===== src/rtl/uart_rx_fifo.sv =====
// UART receive FIFO: first-word-fall-through queue with overflow flag.
// Define UART_RX_PARITY_CHECK_EN to store and report a per-word parity error.
module uart_rx_fifo #(
  parameter int p_DATA_LEN   = 8,
  parameter int p_DEPTH      = 16,
  parameter int p_PARITY_ODD = 0
) (
  input  logic                       i_clk,
  input  logic                       i_rst_n,
  input  logic [p_DATA_LEN:0]        i_data,
  input  logic                       i_dv,
  input  logic                       i_ready,
  input  logic                       i_clr,
  output logic                       o_valid,
  output logic [p_DATA_LEN-1:0]      o_data,
  output logic                       o_perr,
  output logic [$clog2(p_DEPTH):0]   o_count,
  output logic                       o_full,
  output logic                       o_overflow
);

  localparam int AW = $clog2(p_DEPTH);
  localparam int CW = AW + 1;
`ifdef UART_RX_PARITY_CHECK_EN
  localparam int EW = p_DATA_LEN + 1;
`else
  localparam int EW = p_DATA_LEN;
`endif

  logic [AW-1:0] wr_ptr_q, wr_ptr_d;
  logic [AW-1:0] rd_ptr_q, rd_ptr_d;
  logic [CW-1:0] count_q, count_d;
  logic          ovf_q, ovf_d;
  logic [EW-1:0] mem_q [p_DEPTH];
  logic [EW-1:0] wr_entry;
  logic [EW-1:0] head;
  logic          empty, full;
  logic          do_wr, do_rd;

`ifdef UART_RX_PARITY_CHECK_EN
  assign wr_entry = {(^i_data) ^ (p_PARITY_ODD != 0),
                     i_data[p_DATA_LEN-1:0]};
`else
  logic unused_par;
  assign unused_par = i_data[p_DATA_LEN] ^ (p_PARITY_ODD != 0);
  assign wr_entry   = i_data[p_DATA_LEN-1:0];
`endif

  always_comb begin
    empty    = (count_q == '0);
    full     = (count_q == CW'(p_DEPTH));
    do_rd    = !empty && i_ready;
    // a pop in the same cycle frees the slot, so full + read still accepts
    do_wr    = i_dv && (!full || do_rd);
    wr_ptr_d = wr_ptr_q;
    rd_ptr_d = rd_ptr_q;
    count_d  = count_q;
    ovf_d    = ovf_q;
    if (do_wr) wr_ptr_d = wr_ptr_q + AW'(1);
    if (do_rd) rd_ptr_d = rd_ptr_q + AW'(1);
    unique case ({do_wr, do_rd})
      2'b10:   count_d = count_q + CW'(1);
      2'b01:   count_d = count_q - CW'(1);
      default: count_d = count_q;
    endcase
    if (i_clr) ovf_d = 1'b0;
    if (i_dv && full && !do_rd) ovf_d = 1'b1;
  end

  always_ff @(posedge i_clk) begin
    if (!i_rst_n) begin
      wr_ptr_q <= '0;
      rd_ptr_q <= '0;
      count_q  <= '0;
      ovf_q    <= 1'b0;
    end else begin
      wr_ptr_q <= wr_ptr_d;
      rd_ptr_q <= rd_ptr_d;
      count_q  <= count_d;
      ovf_q    <= ovf_d;
    end
  end

  always_ff @(posedge i_clk) begin
    if (i_rst_n && do_wr) mem_q[wr_ptr_q] <= wr_entry;
  end

  assign head       = mem_q[rd_ptr_q];
  assign o_valid    = !empty;
  assign o_data     = empty ? '0 : head[p_DATA_LEN-1:0];
`ifdef UART_RX_PARITY_CHECK_EN
  assign o_perr     = !empty && head[p_DATA_LEN];
`else
  assign o_perr     = 1'b0;
`endif
  assign o_count    = count_q;
  assign o_full     = full;
  assign o_overflow = ovf_q;

endmodule


===== config.mk =====
export PLATFORM = sky130hd
export DESIGN_NAME = uart_rx_fifo
export DESIGN_NICKNAME = d
export VERILOG_FILES = /design/src/rtl/uart_rx_fifo.sv
export SDC_FILE = /design/constraint.sdc
export NUM_CORES = 1
export LEC_CHECK = 0
export CORE_MARGIN = 2
export CORE_UTILIZATION = 35
export DETAILED_ROUTE_END_ITERATION = 16
export SLEW_MARGIN = 20
export SYNTH_ARGS = -nofsm -noshare
export SYNTH_HDL_FRONTEND = slang
export SYNTH_SLANG_ARGS = --single-unit

===== constraint.sdc =====
create_clock -name i_clk -period 2.9 [get_ports i_clk]
set_input_delay 0.29 -clock i_clk [delete_from_list [all_inputs] [get_ports i_clk]]
set_output_delay 0.29 -clock i_clk [all_outputs]
set_load 0.01 [all_outputs]

* After elaboration in Yosys (flattened, before gate mapping)
Memory sizes are Yosys's and may differ from the RTL's. A register that Yosys moved wholly into a read port is not among the register bits.
Index checks and enable logic that the tools add are counted.
** Cells by class
- Add/sub/neg operators :: 4
- Equality and inequality tests :: 3
- Multiplexer cells :: 8
- Reductions and logical operators :: 12
** Operators by type and width (number)
- case mux 5 bit (2 select lines) :: 1
- adder 4 x 1 -> 4 bit (second input constant) :: 2
- 2-to-1 mux 4 bit :: 2
- 2-to-1 mux 8 bit :: 1
- adder 5 x 1 -> 5 bit (second input constant) :: 1
- == test 5 bit (second input constant) :: 1
- logical AND 1 bit :: 5
- zero test 5 bit :: 1
- subtractor 5 x 1 -> 5 bit (second input constant) :: 1
- 2-to-1 mux 1 bit :: 4
- nonzero test 2 bit :: 2
- zero test 1 bit :: 3
- == test 2 x 1 -> 1 bit (second input constant) :: 1
- == test 2 bit (second input constant) :: 1
- logical OR 1 bit :: 1
** Storage, ports and cells
- Register bits :: 14
- Bits in writable memories :: 128
- Input bits :: 14
- Output and inout port bits :: 17
- Word-level logic and storage cells :: 32
- Memories kept :: 1
** Memories
- mem_q :: depth 16, bits a word 8, rd ports 1, clocked after Yosys merged registers in 1, wr ports 1, RTL line 34 : logic [EW-1:0] mem_q [p_DEPTH];

* Longest topological paths before layout
Gate-level depths: netlist (run 1).
- Word-level depth :: 8
- Mapped depth :: 9

* Least setup slack after synthesis (run 1)
Ideal clock, no wire load.
- Path type :: flip-flop to flip-flop
- Start point :: register count_q[1] (netlist: o_count[1])
- End point :: register count_q[4] (netlist: o_count[4])
- Setup time :: 0.128 ns
- Data arrival time :: 2.131 ns
- Path slack :: 0.641 ns
- Cell stages (with the launch flop) :: 10
- Path buffers :: 1
- Clock period less this slack :: 2.259 ns
- Path through :: dfxtp_1 -> buf_6 -> nor4_2 -> a21oi_1 -> xor2_1 -> ha_1 -> o31a_1 -> a2111oi_0 -> a311oi_1 -> mux2i_1
** On the way
- Word-level cells in the longest chain between the ends :: 7
- Elaborated cells between the ends (all ways) :: 13
- Those cells by class :: add/sub: 2; eq/ne: 3; mux: 1; reduce/logical: 7
** Ends and longest elaborated chain
- from (decl) :: RTL line 32 : logic [CW-1:0] count_q, count_d;
- from (signal assigned) :: RTL line 79 : count_q <= count_d;
- zero test 5 bit :: RTL line 50 : empty = (count_q == '0);
- zero test 1 bit :: RTL line 52 : do_rd = !empty && i_ready;
- logical AND 1 bit :: RTL line 52
- logical OR 1 bit :: RTL line 54 : do_wr = i_dv && (!full || do_rd);
- logical AND 1 bit :: RTL line 54
- == test 2 x 1 -> 1 bit / == test 2 bit (equally long branches) :: RTL line 61 : unique case ({do_wr, do_rd})
- case mux 5 bit (2 select lines) / nonzero test 2 bit (equally long branches)
Parallel ways exist; a longest one is shown, timed or not.
A chain may end at the register's enable or synchronous reset.

* Worst setup path after layout (run 1)
- Start point :: register count_q[1] (netlist: o_count[1])
- End point :: output port o_data[1]
** On the way
- Word-level cells in the longest chain between the ends :: 2
** Ends and longest elaborated chain
- zero test 5 bit :: RTL line 50
- 2-to-1 mux 8 bit :: RTL line 90 : assign o_data = empty ? '0 : head[p_DATA_LEN-1:0];
- to (decl) :: RTL line 15 : output logic [p_DATA_LEN-1:0] o_data,
No other way between the ends.

==> flow_summary.html, run 1 <==
<table>
<tr><th>Metric</th><th>Value</th></tr>
<tr><th colspan="2">Clocking</th></tr>
<tr><td>Source-to-sink clock delay at the later pin of the worst-skew pair</td><td>0.42 ns</td></tr>
<tr><td>CTS Buf Count</td><td>17</td></tr>
<tr><td>Maximum root-to-sink buffer count</td><td>2</td></tr>
<tr><td>TritonCTS clock tree</td><td>yes</td></tr>
<tr><td>Cell at the root of the clock tree</td><td>sky130_fd_sc_hd__clkbuf_16</td></tr>
<tr><td>Clk slew on worst S/H paths</td><td>0.06 ns</td></tr>
<tr><td>Clk sinks</td><td>146</td></tr>
<tr><td>CTS HTree Levels</td><td>4</td></tr>
<tr><td>Hold buffers post-CTS</td><td>0</td></tr>
<tr><td>Cells resized by post-CTS repair</td><td>0</td></tr>
<tr><td>Postcts setup bufs</td><td>0</td></tr>
<tr><th colspan="2">Route</th></tr>
<tr><td>Average wire per standard cell</td><td>18.4 um</td></tr>
<tr><td>Number of design-rule violations left by the first detailed-router iteration</td><td>209</td></tr>
<tr><td>Vias per cell</td><td>4.93</td></tr>
<tr><td>Number of iterations in the first detailed-routing pass</td><td>4</td></tr>
<tr><td>Number of nets with antenna violations after routing</td><td>0</td></tr>
<tr><td># DRC</td><td>0</td></tr>
<tr><td>Routed via count</td><td>2944</td></tr>
<tr><td>Overall routed net length</td><td>11000 um</td></tr>
<tr><th colspan="2">Setup path</th></tr>
<tr><td>Arrival time of data at the critical path endpoint</td><td>2.47 ns</td></tr>
<tr><td>Standard cell with the maximum stage delay on the critical path</td><td>sky130_fd_sc_hd__clkdlybuf4s50_1</td></tr>
<tr><td>Type of origin of the critical path</td><td>flop</td></tr>
<tr><td>Crit path kind</td><td>flop to primary output</td></tr>
<tr><td>Largest fanout of any net on the critical path</td><td>10</td></tr>
<tr><td>CP required</td><td>2.61 ns</td></tr>
<tr><td>Worst path max stage delay</td><td>0.50 ns</td></tr>
<tr><td>Worst path cell trace</td><td>nor4_2 -&gt; nand2_1 -&gt; nand2b_2 -&gt; o22ai_1 -&gt; clkdlybuf4s50_1</td></tr>
<tr><td>Sort of element at the end of the critical path</td><td>primary output</td></tr>
<tr><th colspan="2">Yosys</th></tr>
<tr><td>EDFF count, synth</td><td>128</td></tr>
<tr><td>Yosys warning count</td><td>0</td></tr>
<tr><td>Main flop type after synthesis</td><td>sky130_fd_sc_hd__edfxtp_1</td></tr>
<tr><td>Synthesized Nets</td><td>344</td></tr>
<tr><td>Average size of a mapped cell</td><td>18.3 um^2</td></tr>
<tr><td>Netlist area before placement</td><td>0.00591 mm^2</td></tr>
<tr><td>#FFs+latches synth</td><td>146</td></tr>
<tr><td>Sequential element share of the synthesized area</td><td>71.1%</td></tr>
<tr><td>Asr flop ratio synth</td><td>0%</td></tr>
<tr><td>Post-Synthesis Cells</td><td>323</td></tr>
<tr><td>Post-synthesis cell type count</td><td>44</td></tr>
<tr><th colspan="2">Power and ir drop</th></tr>
<tr><td>Overall Power</td><td>5970 uW</td></tr>
<tr><td>VDD IR-drop max</td><td>0.000483 V</td></tr>
<tr><td>Power per cell area</td><td>845 mW/mm^2</td></tr>
<tr><td>Static Leakage</td><td>0.00222 uW</td></tr>
<tr><th colspan="2">Final layout</th></tr>
<tr><td>Fraction of final layout cells with drive strength greater than 1</td><td>21.2%</td></tr>
<tr><td>Count of antenna diodes in the layout</td><td>0</td></tr>
<tr><td>Post-route insts no fill</td><td>597</td></tr>
<tr><td>Util after Layout</td><td>42.7%</td></tr>
<tr><td>Synth-to-layout area growth</td><td>19.4%</td></tr>
<tr><td>Layout Nets</td><td>385</td></tr>
<tr><th colspan="2">Floorplan</th></tr>
<tr><td>Die Footprint</td><td>0.0179 mm^2</td></tr>
<tr><td>Core Rows</td><td>47</td></tr>
<tr><td>Top-Level Pins</td><td>31</td></tr>
<tr><td>Height of the die</td><td>134 um</td></tr>
<tr><td>Starting Density</td><td>35.8%</td></tr>
<tr><td>Std-Cell Core Area</td><td>0.0165 mm^2</td></tr>
<tr><td>Die Wd</td><td>134 um</td></tr>
<tr><th colspan="2">GRT</th></tr>
<tr><td>Largest net degree at the start of global routing</td><td>33</td></tr>
<tr><td>First-pass GRT wire length</td><td>17400 um</td></tr>
<tr><td>Overall global routing resource usage</td><td>13.5%</td></tr>
<tr><td>Number of antenna violations at the first check in global routing</td><td>0</td></tr>
<tr><td>Via count of the first global-routing pass</td><td>3171</td></tr>
<tr><td>Overflow after GRT</td><td>0</td></tr>
<tr><th colspan="2">STA</th></tr>
<tr><td>Period utilisation layout</td><td>95.1%</td></tr>
<tr><td>Worst clock skew</td><td>0.00741 ns</td></tr>
<tr><td>Tightest hold margin</td><td>0.475 ns</td></tr>
<tr><td>Max Clk Rate</td><td>363 MHz</td></tr>
<tr><td>Final TNS setup</td><td>0 ns</td></tr>
<tr><td>Number of endpoints failing setup at the final stage</td><td>0</td></tr>
<tr><td>Post-route minimum period</td><td>2.76 ns</td></tr>
<tr><td>Relative max-transition margin</td><td>35.8%</td></tr>
<tr><td>Final number of hold-violating endpoints</td><td>0</td></tr>
<tr><td>Max-slew violation total from the final report</td><td>0</td></tr>
<tr><td>Least-Margin Pin Slew</td><td>0.959 ns</td></tr>
<tr><th colspan="2">Place</th></tr>
<tr><td>Count of placed standard cells including taps</td><td>565</td></tr>
<tr><td>Total of buffers placed on input and output ports</td><td>28</td></tr>
<tr><td>Routability Congestion</td><td>0.810</td></tr>
<tr><td>Placed wire-length estimate after detailed placement</td><td>6980 um</td></tr>
<tr><th colspan="2">Status</th></tr>
<tr><td>Outcome</td><td>finished clean</td></tr>
<tr><th colspan="2">Hold path</th></tr>
<tr><td>Type of the worst min-delay path</td><td>flop to flop</td></tr>
<tr><th colspan="2">Run</th></tr>
<tr><td>Number of max-capacitance violations reported</td><td>0</td></tr>
</table>
==> cell usage in the layout, fill, tap and decap left out, drive strengths merged, types with 2 or more instances in the layout <==
master / netlist / routed
xor2: 4 / 4
bufinv: 0 / 2
o31a: 2 / 2
a21oi: 6 / 6
inv: 3 / 6
clkbuf: 7 / 18
clkinvlp: 0 / 3
nand2b: 5 / 5
mux2i: 21 / 21
a21boi: 2 / 2
nand2: 12 / 12
buf: 9 / 10
clkdlybuf4s50: 0 / 28
dfxtp: 18 / 18
nand3: 3 / 3
clkinv: 1 / 7
o22ai: 8 / 8
o21a: 3 / 3
nor2: 25 / 25
mux4: 32 / 32
nand3b: 3 / 3
or2: 3 / 3
o211ai: 3 / 3
ha: 7 / 7
nor3: 2 / 2
edfxtp: 128 / 128
==> cells by family after synthesis <==
| family | synth area share, % |
|---|---|
| multiplexers | 15.7 |
| other | 0.0634 |
| adder cells (fa/ha/maj) | 1.48 |
| AO/OA/AOI/OAI | 4.17 |
| flip-flops | 71.1 |
| AND/OR/NAND/NOR | 5.02 |
| buffers and inverters | 1.67 |
| XOR/XNOR | 0.741 |
==> power by group <==
group | switching (uW) | internal [uW]
combinational | 679 | 725
sequential | 110 | 2360
clock | 831 | 1260
==> worst paths after layout <==
path         startpoint          to  slack (ns)  cells after the start
max          o_count[1]   o_data[1]        0.14                      5
min          o_overflow  o_overflow        0.47                      2
max reg2reg  o_count[1]  o_count[4]        0.34                      8
min reg2reg  o_overflow  o_overflow        0.47                      2
==> sequential cells by signal, indices dropped and copies added (netlist names), named ones only <==
register	flops
mem_q	128
o_count	5
rd_ptr_q	4
wr_ptr_q	4
o_overflow	1
==> cell usage after synthesis, drive strengths merged (2+ instances only) <==
cell    count  area share, %
clkbuf      7           0.44
a21boi      2           0.25
mux2i      21            3.6
nor2       25            1.6
nand2b      5           0.53
a21oi       6           0.51
mux4       32             12
buf         9           0.97
o22ai       8           0.85
nor3        2           0.17
xor2        4           0.59
nand2      12           0.76
dfxtp      18            6.1
edfxtp    128             65
inv         3           0.19
ha          7            1.5
or2         3           0.32
nand3b      3           0.38
o21a        3           0.38
nand3       3           0.25
o31a        2           0.44
o211ai      3           0.38
==> stage by stage <==
stage                     setup slack (ns)  cell area (um^2)
after CTS                           0.0201              7050
after detailed placement             0.324              6480
after floorplan                      0.641              5910
after global placement               0.435              6480
after global routing              -0.00283              7060
final                                0.142              7060
==> critical path: cells and delay by family, from the launching register on <==
family,cells,cell delay (ns)
buf+inv,1,0.50
flops,1,0.41
simple gates,3,0.97
compound gates,1,0.16
==> cell type report <==
class	count	area [um^2]
clock buffers	18	429
clock inverters	14	138
fillers	1457	9470
inverters	4	15.0
multi-input cells	157	1610
flip-flops and latches	146	4210
well taps	220	275
repair buffers	38	380
==> layer usage <==
metal / GRT usage [%] / vias to the layer above / share of wire [%]
met1: 16.3 / 1497 / 43
met2: 22.4 / 54 / 50
met3: 4.69 / 18 / 5.3
li1: - / 1375 / -
met5: 0 / - / 0
met4: 4.96 / 0 / 1.5
Note: power is estimated with default switching activity, not from simulation.
==> run 2, diff against run 1 <==
Settings changed: CORE_UTILIZATION 35 to 50, PLACE_DENSITY from default to 0.68.
==> flow_summary.html, run 2 (synthesized netlist as in run 1, its figures left out) <==
<table>
<tr><th>Metric</th><th>Value</th></tr>
<tr><th colspan="2">Route</th></tr>
<tr><td>Overall routed net length</td><td>10900 um (-1.1%)</td></tr>
<tr><td>Number of iterations in the first detailed-routing pass</td><td>4 (unchanged)</td></tr>
<tr><td>Vias per cell</td><td>5.65 (+15%)</td></tr>
<tr><td>Average wire per standard cell</td><td>20.8 um (+13%)</td></tr>
<tr><td>Number of nets with antenna violations after routing</td><td>0 (unchanged)</td></tr>
<tr><td>Routed via count</td><td>2951 (+0.24%)</td></tr>
<tr><td># DRC</td><td>0 (unchanged)</td></tr>
<tr><td>Number of design-rule violations left by the first detailed-router iteration</td><td>258 (+23%)</td></tr>
<tr><th colspan="2">GRT</th></tr>
<tr><td>Largest net degree at the start of global routing</td><td>33 (unchanged)</td></tr>
<tr><td>Via count of the first global-routing pass</td><td>3209 (+1.2%)</td></tr>
<tr><td>Number of antenna violations at the first check in global routing</td><td>0 (unchanged)</td></tr>
<tr><td>Overflow after GRT</td><td>0 (unchanged)</td></tr>
<tr><td>First-pass GRT wire length</td><td>17500 um (+0.75%)</td></tr>
<tr><td>Overall global routing resource usage</td><td>19.0% (+5.5 points)</td></tr>
<tr><th colspan="2">Run</th></tr>
<tr><td>Number of max-capacitance violations reported</td><td>0 (unchanged)</td></tr>
<tr><th colspan="2">STA</th></tr>
<tr><td>RSZ-0062 raised after global routing</td><td>no</td></tr>
<tr><td>Relative max-transition margin</td><td>34.5% (-1.3 points)</td></tr>
<tr><td>Number of endpoints failing setup at the final stage</td><td>0 (unchanged)</td></tr>
<tr><td>Post-route minimum period</td><td>2.73 ns (-0.0261 ns)</td></tr>
<tr><td>Worst clock skew</td><td>0.0141 ns (+0.00670 ns)</td></tr>
<tr><td>Least-Margin Pin Slew</td><td>0.979 ns (+0.0201 ns)</td></tr>
<tr><td>Max-slew violation total from the final report</td><td>0 (unchanged)</td></tr>
<tr><td>Final TNS setup</td><td>0 ns (unchanged)</td></tr>
<tr><td>Final number of hold-violating endpoints</td><td>0 (unchanged)</td></tr>
<tr><td>Max Clk Rate</td><td>366 MHz (+0.95%)</td></tr>
<tr><td>Period utilisation layout</td><td>94.2% (-0.90 points)</td></tr>
<tr><th colspan="2">Clocking</th></tr>
<tr><td>Maximum root-to-sink buffer count</td><td>2 (unchanged)</td></tr>
<tr><td>Clk slew on worst S/H paths</td><td>0.06 ns (about the same)</td></tr>
<tr><td>CTS HTree Levels</td><td>4 (unchanged)</td></tr>
<tr><td>Clk sinks</td><td>146 (unchanged)</td></tr>
<tr><td>TritonCTS clock tree</td><td>yes</td></tr>
<tr><td>CTS Buf Count</td><td>17 (unchanged)</td></tr>
<tr><td>Cell at the root of the clock tree</td><td>sky130_fd_sc_hd__clkbuf_16</td></tr>
<tr><td>Source-to-sink clock delay at the later pin of the worst-skew pair</td><td>0.41 ns (about the same)</td></tr>
<tr><th colspan="2">Setup path</th></tr>
<tr><td>Standard cell with the maximum stage delay on the critical path</td><td>sky130_fd_sc_hd__clkdlybuf4s50_1</td></tr>
<tr><td>Worst reg-to-reg path cell count</td><td>8 (unchanged)</td></tr>
<tr><td>Crit path kind</td><td>flop to primary output</td></tr>
<tr><td>Arrival time of data at the critical path endpoint</td><td>2.44 ns (-0.03 ns)</td></tr>
<tr><td>Type of origin of the critical path</td><td>flop</td></tr>
<tr><td>Sort of element at the end of the critical path</td><td>primary output</td></tr>
<tr><td>Worst path cell trace</td><td>buf_12 -&gt; mux4_2 -&gt; mux2i_1 -&gt; o22ai_1 -&gt; clkdlybuf4s50_1</td></tr>
<tr><td>Buffer and inverter count on the worst path</td><td>2 (+1)</td></tr>
<tr><td>Worst path max stage delay</td><td>0.50 ns (about the same)</td></tr>
<tr><td>Largest fanout of any net on the critical path</td><td>11 (+1)</td></tr>
<tr><td>CP required</td><td>2.61 ns (about the same)</td></tr>
<tr><td>Stages on worst setup path</td><td>5 (unchanged)</td></tr>
<tr><td>Family with the most delay on the worst path</td><td>multiplexers</td></tr>
<tr><th colspan="2">Final layout</th></tr>
<tr><td>Biggest register</td><td>mem_q</td></tr>
<tr><td>Synth-to-layout area growth</td><td>18.0%</td></tr>
<tr><td>Final design instance area without fill</td><td>0.00698 mm^2 (-1.2%)</td></tr>
<tr><td>Layout Nets</td><td>387 (+0.52%)</td></tr>
<tr><td>Max reg flops</td><td>128 (unchanged)</td></tr>
<tr><td>Commonest cells after routing, fill and taps aside</td><td>sky130_fd_sc_hd__edfxtp_1 (128), sky130_fd_sc_hd__mux4_2 (32), sky130_fd_sc_hd__clkdlybuf4s50_1 (28)</td></tr>
<tr><td>Most common cell after layout, fill and taps aside</td><td>sky130_fd_sc_hd__edfxtp_1</td></tr>
<tr><td>Fraction of final layout cells with drive strength greater than 1</td><td>22.4% (+1.2 points)</td></tr>
<tr><td>Count of antenna diodes in the layout</td><td>0 (unchanged)</td></tr>
<tr><th colspan="2">Place</th></tr>
<tr><td>Total of buffers placed on input and output ports</td><td>28 (unchanged)</td></tr>
<tr><td>Post-DP Area</td><td>0.00642 mm^2 (-1.1%)</td></tr>
<tr><td>Routability Congestion</td><td>0.799 (-1.3%)</td></tr>
<tr><td>Placed wire-length estimate after detailed placement</td><td>6850 um (-1.8%)</td></tr>
<tr><th colspan="2">Status</th></tr>
<tr><td>Outcome</td><td>finished clean</td></tr>
<tr><th colspan="2">Floorplan</th></tr>
<tr><td>Std-Cell Core Area</td><td>0.0115 mm^2 (-31%)</td></tr>
<tr><td>Die Footprint</td><td>0.0127 mm^2 (-29%)</td></tr>
<tr><td>Height of the die</td><td>113 um (-16%)</td></tr>
<tr><td>Core Rows</td><td>39 (-17%)</td></tr>
<tr><td>Die Wd</td><td>113 um (-16%)</td></tr>
<tr><td>Top-Level Pins</td><td>31 (unchanged)</td></tr>
<tr><td>Starting Density</td><td>51.6% (+16 points)</td></tr>
<tr><th colspan="2">Power and ir drop</th></tr>
<tr><td>Power per cell area</td><td>840 mW/mm^2 (-0.59%)</td></tr>
<tr><td>Static Leakage</td><td>0.00223 uW (+0.85%)</td></tr>
<tr><td>Overall Power</td><td>5860 uW (-1.7%)</td></tr>
<tr><td>VDD IR-drop max</td><td>0.000766 V (+59%)</td></tr>
<tr><th colspan="2">Hold path</th></tr>
<tr><td>Type of the worst min-delay path</td><td>flop to flop</td></tr>
<tr><td>Worst Hold Path Cells</td><td>2 (unchanged)</td></tr>
</table>
[run 2: area by class of cell]
type                            instances  area [um^2]
Multi-Input combinational cell        157         1610
Sequential cell                       146         4210
Tap cell                              143          179
Fill cell                             829         4490
Clock inverter                         10         57.6
Clock buffer                           22          497
Inverter                                4         15.0
Timing Repair Buffer                   40          408
[run 2: timing repair]
item                       4_1_cts  5_1_grt
setup endpoints to repair        0        6
buffers inserted                 0        0
gates resized for setup          0        3
hold buffers                     0        0
[run 2: layer usage]
metal	track usage, %	up-vias	wire length [um]
met5	0	-	0
met4	7.48	0	95
met3	4.66	7	531
met2	31.6	77	5670
met1	24.4	1489	4560
li1	-	1378	-
[run 2: power breakdown]
group,switching (uW),total [uW],internal [uW]
registers,107,2470,2360
logic,667,1400,730
clock network,789,1990,1210
[run 2: path summary, 6_finish.rpt]
kind                      to        from  slack [ns]
setup / recovery   o_data[6]        flop        0.17
hold / removal    o_overflow  o_overflow        0.47
setup reg to reg  o_count[4]  o_count[1]        0.42
hold reg to reg   o_overflow  o_overflow        0.47
[run 2: per-stage QoR]
stage / worst slack, ns / instances / hold WS, ns / util [%]
after global placement: 0.434 / 490 / 0.460 / 56.0
after CTS: 0.0116 / 522 / 0.477 / 60.8
after global routing: 0.0399 / 522 / 0.490 / 60.9
final: 0.168 / 522 / 0.470 / 60.9
after detailed placement: 0.402 / 490 / 0.467 / 56.0
after floorplan: 0.641 / 323 / 0.389 / -
[run 2: worst min-delay path, delay by kind of cell, from the launching register on]
family / cells / cell delay (ns)
flops: 1 / 0.31
simple gates: 1 / 0.06
compound gates: 1 / 0.05
==> run 3, diff against run 2 <==
Settings changed: CTS_CLUSTER_SIZE from default to 16, HOLD_SLACK_MARGIN from default to 0.03.
==> results of run 3 <==
No change in the layout: final DEF, timing and power equal those of run 2.
==> RTL edit 1: new RTL, config.mk and constraints of run 3 <==
The option `UART_RX_PARITY_CHECK_EN` is turned on by a define.
--- a/src/rtl/uart_rx_fifo.sv
+++ b/src/rtl/uart_rx_fifo.sv
@@ -1,5 +1,7 @@
 // UART receive FIFO: first-word-fall-through queue with overflow flag.
 // Define UART_RX_PARITY_CHECK_EN to store and report a per-word parity error.
+`define UART_RX_PARITY_CHECK_EN
+
 module uart_rx_fifo #(
   parameter int p_DATA_LEN   = 8,
   parameter int p_DEPTH      = 16,
Function: changed (Yosys sat finds a counterexample within 4 cycles, from zero or initial values and one cycle with i_rst_n low).
==> RTL edit 1 against run 3 <==
Die area grew 9.5%; setup slack lost 99 ps; cell area grew 13%; via count grew 13%; sequential cell count grew 16; global-route usage grew 1.6 points; clock power grew 12%; synthesized area grew 9.8%; wire length grew 22%; combinational power grew 11%; total power grew 11%; synthesized cell count grew 4.3%; cell count grew 14%; critical endpoint is now o_data[1]; largest power group unchanged.
==> RTL edit 1: results (changes against run 3) <==
Synthesis:
- The post-synthesis cell count is 337 (+4.3%).
- Yosys attributes the largest share of cell area to sky130_fd_sc_hd__edfxtp_1 (67%), sky130_fd_sc_hd__mux4_2 (16%), sky130_fd_sc_hd__dfxtp_1 (5.5%).
- The number of flops mapped to enable cells by yosys came to 144 (+13%).
- The XOR/XNOR share of the synthesized area is 0.0243 (+0.0169).
- The count of cell types in the netlist is 33 (-25%).
- The share of cell area taken by muxes after synthesis came to 0.159 (+0.00169).
- The adder and majority cell fraction of the synthesized area came to 0.0135 (-0.00133).
- The number of nets in the synthesized netlist is 358 (+4.1%).
- The compound-gate portion of the synthesized area is 0.0204 (-0.0213).
- In the synthesized netlist, the cells that appear most often are sky130_fd_sc_hd__edfxtp_1 (144), sky130_fd_sc_hd__mux4_2 (45), sky130_fd_sc_hd__nor2_1 (32).
- The sequential area share after synthesis was 0.721 (+0.0103).

Setup path:
- The depth of the worst register-to-register path is 9 (+1).
- The critical path is of the flip-flop to output pin type.
- The worst register-to-register path ends at o_count[4].
- For this design, the slowest cell found on the critical path is sky130_fd_sc_hd__mux4_2.
- The minimum setup slack among reg-to-reg paths was 490 ps (+70 ps).
- The stage delay of the slowest cell on the critical path is 530 ps (+30 ps).
- The peak fanout along the critical path was 9 (-2).
- In this run the worst setup path terminates at o_data[1].
- The data arrival time of the critical path is 2540 ps (+100 ps).

Timing:
- The maximum clock skew at final layout is 8.17 ps (-5.94 ps).
- The slew at the pin with the worst max-slew slack came to 997 ps (+18.4 ps).
- The final-report max-slew violation count is 0 (unchanged).
- The final period utilization is 0.976 (+0.0343).
- The worst hold slack across all endpoints is 470 ps (-0.480 ps).

GRT:
- The global-route wire length before repair is 20200 microns (+15%).
- The pin count of the biggest net entering global routing is 37 (+12%).
- The overall track demand over capacity in global routing is 0.206 (+0.0158).
- The number of global-route vias before repair is 3411 (+6.3%).

Final layout:
- The number of nets in the layout is 429 (+11%).
- The share of cells above drive strength 1 is 0.276 (+0.0513).
- The flip-flop count of the largest register after layout came to 144 (+13%).
- The antenna cell count is 0 (unchanged).
- The post-route non-filler standard cell count was 593 (+14%).

Power:
- The cell leakage power is 2.59 nW (+16%).
- The maximum resistive drop on vdd is 0.000632 V (-18%).

Placed design:
- The placed wire-length estimate after detailed placement is 8510 microns (+24%).
- The routability-driven placement congestion ratio is 0.764 (-4.4%).
- The post-place instance area is 7220 sq um (+13%).
- The pre-CTS worst setup slack is 230 ps (-172 ps).
- The count of buffers inserted at the top-level ports is 30 (+7.1%).
- The number of placed instances with taps included came to 557 (+14%).

Clock tree:
- The insertion delay of the later-clocked pin in the worst-skew pair came to 430 ps (+20 ps).
- The H-tree depth is 4 (unchanged).
- The total CTS buffers is 17 (unchanged).

Status:
- The flow ran to the end, and the final reports show no timing, DRC or antenna violations.

Drt:
- The total wire length after detailed routing is 13300 microns (+22%).
- The detailed-route vias per instance came to 5.61 (-0.82%).
- The DRC marker count from the first detailed-route iteration is 379 (+47%).

Worst hold path:
- The tightest min-delay check is of the flip-flop to flip-flop type.
- The worst hold path begins at o_overflow.
==> RTL edit 1: cell count changes after synthesis, sizes merged, moves of 4 or more <==
cell,run 3,this run
mux2i,21,2
edfxtp,128,144
mux4,32,45
xnor2,1,12
o22ai,8,0
o21ai,1,5
inv,3,8
nor2,25,32
nor2b,1,10
==> RTL edit 1: logic make-up after synthesis <==
| group | Yosys count |
|---|---|
| AOI/OAI and AO/OA | 18 |
| xor gates and xnor gates | 18 |
| adders and majority gates | 7 |
| buffers and inverters | 22 |
| DFF | 162 |
| muxes | 47 |
| and+or+nand+nor | 63 |
==> RTL edit 1: power breakdown <==
| part | total, W | switching, W | internal [W] |
|---|---|---|---|
| logic | 0.00156 | 0.000745 | 0.000819 |
| clock network | 0.00223 | 0.000881 | 0.00135 |
| registers | 0.00274 | 0.0000905 | 0.00265 |
==> RTL edit 1: what timing repair did <==
| item | in CTS | in global routing |
|---|---|---|
| setup endpoints to repair | 9 | 5 |
| endpoints found under the hold margin | 0 | 0 |
| gates cloned | 1 | 0 |
| buffers inserted | 1 | 2 |
| gates resized for setup | 9 | 2 |
==> RTL edit 1: cell type report <==
type	count	area (sq um)
tap	172	215
sequential	162	4690
multi-input combinational	153	1710
timing repair buffer	66	646
inverter	8	30.0
clock inverter	14	164
fill	919	4790
clock buffer	18	429
==> RTL edit 1: metal layers <==
layer  global-route usage  vias to the layer above  part of all wire
li1                     -                     1477                 -
met1                0.276                     1714              0.41
met2                0.328                      122              0.51
met3               0.0557                       12             0.065
met4               0.0738                        0             0.011
met5                    0                        -                 0
==> RTL edit 2: new RTL, flow settings as in run 3 <==
Without the edit above. Make the reset (`i_rst_n`) asynchronous in one clocked block.
--- a/src/rtl/uart_rx_fifo.sv
+++ b/src/rtl/uart_rx_fifo.sv
@@ -67,7 +67,7 @@
     if (i_dv && full && !do_rd) ovf_d = 1'b1;
   end
 
-  always_ff @(posedge i_clk) begin
+  always_ff @(posedge i_clk or negedge i_rst_n) begin
     if (!i_rst_n) begin
       wr_ptr_q <= '0;
       rd_ptr_q <= '0;
Function: differs if i_rst_n is asserted again (counterexample within 4 cycles, from zero or initial values and one cycle with i_rst_n low); with i_rst_n held inactive, the same outputs for 10 cycles.
==> RTL edit 2 against run 3 <==
Die area rose by 0.74%; cell area rose by 2.8%; sequential cell count fell by 4; critical path type is now flip-flop to flip-flop; setup slack improved by 2.2 ps; combinational power rose by 58%; sequential power rose by 5%; the flow now finishes with violations (design-rule violations); critical path depth rose by 6; total power rose by 17%; wire length rose by 4.9%; synthesized area rose by 0.76%; sequential share of layout area fell by 1.8 points; non-clock buffer count rose by 22; register-to-register slack got worse by 250 ps.
==> RTL edit 2: results (changes against run 3) <==
Drt:
- The routed length on met2 is 5850 microns (+3.3%).
- The routed length on met1 is 4510 microns (-0.97%).
- The detailed-router iteration count before antenna repair came to 10 (+6).
- The DRC marker count from the first detailed-route iteration is 259 (+0.39%).
- The number of remaining DRC errors is 3 (+3).
- The detailed-route vias per instance is 5.71 (+1.1%).
- The wire length per cell after detailed routing is 21.2 microns (+2.1%).

Final layout:
- The number of non-clock inverters in the layout is 9 (+5).
- The total area of multi-input combinational cells was 1590 sq um (-1.5%).
- The number of fill cells in the layout is 822 (-0.84%).
- The number of combinational gates with multiple inputs is 148 (-5.7%).
- The count of clock buffers in the final design came to 17 (-23%).
- The share of cells above drive strength 1 is 0.265 (+0.0404).
- The total number of sequential cells came to 142 (-2.7%).
- The sequential portion of the cell area was 0.585 (-0.0181).
- The share of final layout cell area taken by non-clock buffers is 0.0841 (+0.0256).

Setup path:
- The end of the critical path is o_count[4].
- The minimum setup slack among reg-to-reg paths is 170 ps (-250 ps).
- The depth of the worst register-to-register path came to 11 (+3).
- The gate family responsible for the most delay along the worst path is simple AND/OR/NAND/NOR gates.

Clock tree:
- The post-CTS resize count was 5 (+5).

Synthesis:
- By area the synthesized netlist is led by sky130_fd_sc_hd__edfxtp_1 (65%), sky130_fd_sc_hd__mux4_2 (8.3%), sky130_fd_sc_hd__dfrtp_1 (5.9%).
- By count the netlist is led by sky130_fd_sc_hd__edfxtp_1 (128), sky130_fd_sc_hd__mux4_2 (22), sky130_fd_sc_hd__nor2_1 (19).
- The proportion of synthesized flip-flops having asynchronous set or reset is 0.0986 (+0.0986).

GRT:
- The met1 routing resource usage after global routing is 0.249 (+0.00515).
- The pin count of the biggest net entering global routing is 26 (-21%).
- The global-route wire length before repair is 18000 microns (+2.6%).
- The met2 track demand over resource in global routing came to 0.323 (+0.00758).
- The number of global-route vias before repair is 3278 (+2.2%).

Power:
- The maximum resistive drop on vdd is 0.000450 V (-41%).
- The cell leakage power is 2.55 nW (+14%).

Status:
- The flow ran to the end, but the final reports show violations.
- The checks that failed: design-rule violations.

Placed design:
- The placed wire-length estimate after detailed placement is 7040 microns (+2.8%).
## RTL edit 2: stage by stage
stage	hold slack [ps]	std cells	area (sq um)	worst slack, ps
2_1_floorplan	-5.59	317	5970	9.90
3_3_place_gp	520	502	6560	245
3_5_place_dp	523	502	6560	168
4_1_cts	306	536	7160	20.3
5_1_grt	322	536	7170	19.7
6_report	307	536	7170	170
## RTL edit 2: where the power goes
part | total (W) | switching, W | internal, W
sequential | 0.00260 | 0.000162 | 0.00243
clock | 0.00207 | 0.000812 | 0.00126
combinational | 0.00221 | 0.00103 | 0.00118
## RTL edit 2: cell families after synthesis
group                    count (synthesis)  share of synthesized area
other                                    1                   0.000630
AND/OR/NAND/NOR                         49                     0.0439
buffers and inverters                   27                     0.0305
adder cells (fa/ha/maj)                  9                     0.0189
multiplexers                            50                      0.160
XOR/XNOR                                10                     0.0147
flip-flops                             142                      0.704
AO/OA/AOI/OAI                           29                     0.0277
